File: src/rtl/session_fsm.sv
// Session controller: IDLE -> ON -> OFF -> WAIT -> IDLE, with ON timeout into ERR and saturating counters.
// Latency: state/pulses/counters registered, update one edge after inputs; no backpressure, data sampled every cycle.
module session_fsm #(
    parameter int             DW       = 8,
    parameter logic [DW-1:0]  IDLE_PAT = 8'h0F,
    parameter logic [DW-1:0]  STOP_PAT = 8'hF0,
    parameter int             TIMEOUT  = 16,
    parameter int             WAIT_CYC = 1,
    parameter int             CNT_W    = 8
) (
    input  logic             clk,
    input  logic             rst_n,
    input  logic [DW-1:0]    data,
    input  logic             en,
    input  logic             clr,
    output logic [2:0]       state,
    output logic             busy,
    output logic             done,
    output logic             timeout,
    output logic [CNT_W-1:0] sess_cnt,
    output logic [CNT_W-1:0] err_cnt
);

    localparam int ON_TW   = $clog2(TIMEOUT);
    localparam int WAIT_TW = $clog2(WAIT_CYC) + 1;
    localparam logic [ON_TW-1:0]   ON_LAST   = ON_TW'(TIMEOUT - 1);
    localparam logic [WAIT_TW-1:0] WAIT_LAST = WAIT_TW'(WAIT_CYC - 1);
    localparam logic [CNT_W-1:0]   CNT_MAX   = {CNT_W{1'b1}};

    typedef enum logic [2:0] {
        S_IDLE = 3'b000,
        S_ON   = 3'b001,
        S_OFF  = 3'b010,
        S_WAIT = 3'b100,
        S_ERR  = 3'b111
    } state_t;

    state_t             r_state;
    logic [ON_TW-1:0]   r_on_tmr;
    logic [WAIT_TW-1:0] r_wait_tmr;
    logic               r_done;
    logic               r_timeout;
    logic [CNT_W-1:0]   r_sess_cnt;
    logic [CNT_W-1:0]   r_err_cnt;

    state_t             w_state_nxt;
    logic [ON_TW-1:0]   w_on_tmr_nxt;
    logic [WAIT_TW-1:0] w_wait_tmr_nxt;
    logic               w_done_nxt;
    logic               w_timeout_nxt;

    always_comb begin
        w_state_nxt    = r_state;
        w_on_tmr_nxt   = r_on_tmr;
        w_wait_tmr_nxt = r_wait_tmr;
        w_done_nxt     = 1'b0;
        w_timeout_nxt  = 1'b0;
        case (r_state)
            S_IDLE: begin
                if (en && data != IDLE_PAT) begin
                    w_state_nxt  = S_ON;
                    w_on_tmr_nxt = '0;
                end
            end
            S_ON: begin
                // Stop is checked before the timer so a stop on the last cycle wins.
                if (data == STOP_PAT) begin
                    w_state_nxt = S_OFF;
                end else if (r_on_tmr == ON_LAST) begin
                    w_state_nxt   = S_ERR;
                    w_timeout_nxt = 1'b1;
                end else begin
                    w_on_tmr_nxt = r_on_tmr + ON_TW'(1);
                end
            end
            S_OFF: begin
                if (en) begin
                    w_state_nxt    = S_WAIT;
                    w_wait_tmr_nxt = WAIT_LAST;
                end
            end
            S_WAIT: begin
                if (r_wait_tmr == '0) begin
                    w_state_nxt = S_IDLE;
                    w_done_nxt  = 1'b1;
                end else begin
                    w_wait_tmr_nxt = r_wait_tmr - WAIT_TW'(1);
                end
            end
            S_ERR: begin
                if (!en) begin
                    w_state_nxt = S_IDLE;
                end
            end
            default: w_state_nxt = S_IDLE;
        endcase
    end

    // clr has the same effect as reset, so both share one branch.
    always_ff @(posedge clk) begin
        if (!rst_n || clr) begin
            r_state    <= S_IDLE;
            r_on_tmr   <= '0;
            r_wait_tmr <= '0;
            r_done     <= 1'b0;
            r_timeout  <= 1'b0;
            r_sess_cnt <= '0;
            r_err_cnt  <= '0;
        end else begin
            r_state    <= w_state_nxt;
            r_on_tmr   <= w_on_tmr_nxt;
            r_wait_tmr <= w_wait_tmr_nxt;
            r_done     <= w_done_nxt;
            r_timeout  <= w_timeout_nxt;
            if (w_done_nxt && r_sess_cnt != CNT_MAX) begin
                r_sess_cnt <= r_sess_cnt + CNT_W'(1);
            end
            if (w_timeout_nxt && r_err_cnt != CNT_MAX) begin
                r_err_cnt <= r_err_cnt + CNT_W'(1);
            end
        end
    end

    assign state    = r_state;
    assign busy     = (r_state != S_IDLE);
    assign done     = r_done;
    assign timeout  = r_timeout;
    assign sess_cnt = r_sess_cnt;
    assign err_cnt  = r_err_cnt;

endmodule

File: config.mk
export PLATFORM = sky130hd
export DESIGN_NAME = session_fsm
export DESIGN_NICKNAME = d
export VERILOG_FILES = /design/src/rtl/session_fsm.sv
export SDC_FILE = /design/constraint.sdc
export NUM_CORES = 1
export LEC_CHECK = 0
export ABC_AREA = 1
export CORE_UTILIZATION = 50
export CTS_BUF_LIST = sky130_fd_sc_hd__clkbuf_2
export DETAILED_ROUTE_END_ITERATION = 10
export PLACE_DENSITY = 0.77
export SYNTH_ARGS = -nofsm -noshare
export SYNTH_HDL_FRONTEND = slang
export SYNTH_SLANG_ARGS = --single-unit
File: constraint.sdc
create_clock -name clk -period 1.5 [get_ports clk]
set_input_delay 0.3 -clock clk [delete_from_list [all_inputs] [get_ports clk]]
set_output_delay 0.3 -clock clk [all_outputs]
set_load 0.1 [all_outputs]
---- Word level (Yosys, flattened, before mapping) ----
Cells that the tools add are included.
word-level totals
  register bits ........................... 26
  output and inout port bits .............. 22
operators by class
  $add $sub $neg .......................... 4
  muxes and demuxes ....................... 19
  eq/ne operators ......................... 16
  reductions and logical operators ........ 12
operators by type and width
  kind                                                   count
  2-to-1 mux 3 bit                                       6
  adder 8 x 1 -> 8 bit, second input constant            2
  inequality test 8 bit, second input constant           2
  one-hot mux 3 bit (5 select lines)                     1
  2-to-1 mux 4 bit                                       3
  inequality test 2 bit, second input constant           6
  == test 8 bit, second input constant                   1
  inequality test 8 x 4 -> 1 bit, second input constant  1
  one-hot mux 4 bit (2 select lines)                     1
  2-to-1 mux 1 bit                                       7
  == test 3 bit, second input constant                   2
  AND reduction 5 bit                                    1
  adder 4 x 1 -> 4 bit, second input constant            1
  == test 4 bit, second input constant                   1
  AND reduction 4 bit                                    1
  nonzero test 2 bit                                     2
  == test 3 x 1 -> 1 bit, second input constant          1
  == test 3 x 2 -> 1 bit, second input constant          1
  logical AND 1 bit                                      3
  logical NOT 3 bit                                      1
  inequality test 3 bit, second input constant           1
  nonzero test 3 bit                                     1
  one-hot mux 1 bit (2 select lines)                     1
  AND reduction 2 bit                                    1
  other kinds (3)                                        3

---- Depth between registers and ports, before layout ----
  word-level depth ........................ 5
  gate-level depth with buffers ........... 11
  gate-level depth less buffers ........... 11

---- Worst setup path before layout ----
OpenSTA, ideal clock, no wires.
  path kind ............................... register -> register
  start point ............................. reg r_state[0], in the netlist state[0]
  end point ............................... reg r_on_tmr[1]
  setup slack ............................. -863 ps
  stages on the path, launching flop included .. 10
  path buffers ............................ 0
  setup time .............................. 113 ps
  arrival time ............................ 2250 ps
  period minus slack after synthesis ...... 2363 ps
  cell sequence ........................... dfxtp_1 inv_1 nand2_2 inv_1 nand2_2 nand2_1 inv_1 nand2_1 nand2_1 nor2_1
on the way
  cells in the longest elaborated chain, start to end .. 3
ends and longest elaborated chain
  item                                                                   line  source
  start: declaration                                                     38    state_t r_state;
  start signal: assignment                                               110   r_state <= w_state_nxt;
  == test 3 x 1 -> 1 bit or logical NOT 3 bit (tied branches)            58    case (r_state)
  inequality test 2 bit (no line) or nonzero test 2 bit (tied branches)  -
  AND reduction 4 bit (no line)                                          -
  end signal: assignment                                                 111   r_on_tmr <= w_on_tmr_nxt;
  end: declaration                                                       39    logic [ON_TW-1:0] r_on_tmr;
Several ways; a longest one is shown, not always the timed one.
A chain may end at the register's enable or synchronous reset.

---- Worst setup path after layout ----
  start point ............................. reg r_state[1], in the netlist state[1]
  end point ............................... reg r_state[2], in the netlist state[2]
on the way
  cells in the longest elaborated chain, start to end .. 3
ends and longest elaborated chain
  item                                                                      line
  == test 3 x 1 -> 1 bit, or another cell as far along                      58
  inequality test 3 bit (no line) or inequality test 2 bit (tied branches)  -
  AND reduction 5 bit (no line)                                             -
Several ways; a longest one is shown, not always the timed one.

==> impl_metrics.ini <==
[placed_design]
place_ws_ns = -0.2407
dp_hpwl_um = 2512
gp_congestion = 0.7954
place_inst = 285
portBuffers = 33

[timing]
fmax_mhz = 654.9
worst_pin_slew_ns = 0.4773
setup_viol = 3
skew_ns = 0.003929
period_share_pct = 101.8
rsz0062_at_grt = yes
fin_setup_tns_ns = -0.04376
worst_slack_ns = -0.02700
period_needed_ns = 1.527
worst_hold_slack_ns = 0.4835
slew_violations = 0
hold_viol = 0
slew_headroom_pct = 68.15

[clock_tree]
clk_latency_ns = 0.36
cts_htree_levels = 1
root_buffer = clkbuf_2
path_clk_slew_ns = 0.25
cts_sinks = 25
cts_tree = yes
cts.path.max_buffers = 2
cts_buffers = 3

[setup_path]
reg2reg_depth = 10
worstSetupStartpointType = flop
r2r-end = state[2]
worst_path_largest_cell_delay_ns = 0.42
crit_fanout = 5
arrival_ns = 1.82
crit_top_cell = nor2_1
end_kind = flop
worst-path-buf-inv = 3
cp_slowest_cell = dfxtp_4
r2r-start = state[1]
critPathRequiredTime_ns = 1.79
critical_path_class = flop to flop
rrSetupSlack_ns = -0.03
critPathTopFamily = simple AND/OR/NAND/NOR gates
path_cells = nor2_4, buf_6, nand2_4, clkinv_4, buf_4, nand3_1, nand2_1, nor2_1, nor2_1, nor2_1

[finish]
final_util_pct = 85.07
stdcell_count = 301
drive_above_1_share_pct = 34.44
area_growth_pct = 60.94
nNetsFinal = 286
diodes = 0

[floorplan]
die_h_um = 56.00
fp.dieW_um = 56.00
rows = 19
core-area_um2 = 2758
ios = 34
start_util_pct = 52.86
die-area_um2 = 3135

[route]
drtIter0Drc = 38
vias_per_cell = 5.037
wl_met3_um = 106
met2_length_um = 1906
highest_layer = met4
wl_um = 3732
ant_nets = 0
post_drt_wl_per_cell_um = 12.40
drtPass1Iterations = 4
drc = 0
met1_length_um = 1668
vias = 1516

[grt]
grt_util_all_layers_pct = 22.83
grt_remaining_overflow = 0
grt_max_degree = 15
grt_pass1_wl_um = 5692
grt_pass1_vias = 1349
grt_antenna_before_repair = 0

[synth]
ys_top_cells_by_count = 61 x nand2_1, 34 x inv_1, 30 x nor2_1
ys_warn_count = 0
synthArstFlopShare_pct = 0
ys_ff_latch = 25
netlist_area_um2 = 1458
synth_nets = 232
syn_inst = 217
synth_edf_count = 0
synth_area_leaders = dfxtp_1 34%, nand2_1 16%, inv_1 8.8%
post_synth.cell_area_avg_um2 = 6.717
synth_largest_area_cell = dfxtp_1
yosysTopAreaCellShare_pct = 34.33
ys_seq_area_share_pct = 34.33
synth_cell_types = 26
ys.flop_type = dfxtp_1
synth.most_common_cell = nand2_1

[min_path]
hold_end = sess_cnt[0]
hold_path.class = flop to flop
min_from = sess_cnt[0]
min_path_cells = 1

[power_and_ir_drop]
sw_frac_of_total_pct = 34.80
p_leak_nw = 1.036
p_clk_share_pct = 20.6
intPower_mw = 0.8867
p_comb_share_pct = 30.1
peakVddDrop_mv = 0.7625
power.density_nw_per_um2 = 579.8
p_seq_share_pct = 49.4
power.switching_mw = 0.4734

[outcome]
failed_checks = setup timing
outcome = finished with violations

[job]
max_cap_viol_count = 0
[per-stage QoR]
| step | total power, mW | cell area (µm²) |
|---|---|---|
| 2_1_floorplan | 0.9123 | 1562 |
| 6_report | 1.360 | 2346 |
| 4_1_cts | 1.338 | 2255 |
| 5_1_grt | 1.407 | 2346 |
| 3_3_place_gp | 1.034 | 2185 |
| 3_5_place_dp | 1.038 | 2185 |
[cells by family after synthesis]
logic type               synth area share, %
AND/OR/NAND/NOR                        37.08
buffers and inverters                  10.64
AO/OA/AOI/OAI                          11.16
flip-flops                             34.33
XOR/XNOR                               4.206
adder cells (fa/ha/maj)                2.575
[state kept, by name, indices dropped and copies added (netlist names)]
name	flops
sess_cnt	8
r_on_tmr	4
timeout	1
err_cnt	8
done	1
state	3
[worst register-to-register path, delay by kind of cell, from the launching register on]
family / cells / cell delay (ns)
buffers and inverters: 3 / 0.31
and+or+nand+nor: 7 / 0.72
DFF: 1 / 0.42
[layer usage]
layer	track usage [%]	vias up
li1	-	776
met1	30.29	695
met2	38.10	39
met3	2.791	6
met4	8.362	0
met5	0	-
[area by class of cell]
type,count,area (µm²)
clock buffer,3,15.01
clock inverter,1,5.005
fill,164,411.6
inverter,35,140.1
multi-input combinational,154,884.6
sequential,25,561.8
tap,31,38.79
timing repair buffer,52,700.7
[cells in the final DEF (no fill, tap or decap), types with 3 or more instances in the layout]
cell type and count:
a21oi_1 12, a21oi_2 3, buf_12 22, buf_4 17
clkbuf_2 3, clkdlybuf4s50_1 11, dfxtp_1 4, dfxtp_2 7
dfxtp_4 14, inv_1 32, nand2_1 57, nand2_2 6
nand2_4 3, nand3_1 7, nand4_1 4, nor2_1 30
o21ai_0 5, o21ai_1 3, xor2_1 5
[power by group through the flow]
stage	Clock, mW	Sequential [mW]	Combinational (mW)
after floorplan	0	0.742	0.170
after global placement	0	0.693	0.341
after detailed placement	0	0.693	0.345
after CTS	0.285	0.673	0.380
after global routing	0.300	0.673	0.434
final	0.280	0.671	0.409
[how the worst max path moves through the flow]
| stage | from | endpoint | slack, ns | cells after the start |
|---|---|---|---|---|
| after floorplan | err_cnt[0] | err_cnt[7] | -0.08 | 8 |
| after global placement | data[0] | r_on_tmr[1] | -0.21 | 12 |
| after detailed placement | data[0] | err_cnt[4] | -0.24 | 9 |
| after CTS | state[2] | busy | 0.00008 | 3 |
| after global routing | state[1] | err_cnt[2] | -0.1 | 8 |
| final | state[1] | state[2] | -0.03 | 10 |
[what timing repair did]
item / 4_1_cts / 5_1_grt
endpoints found under the setup margin: 5 / 20
buffers inserted: 6 / 6
gates resized for setup: 2 / 15
pin swaps: 2 / 15
hold buffers: 0 / 0
No activity file was read; power rests on OpenSTA's default activity.
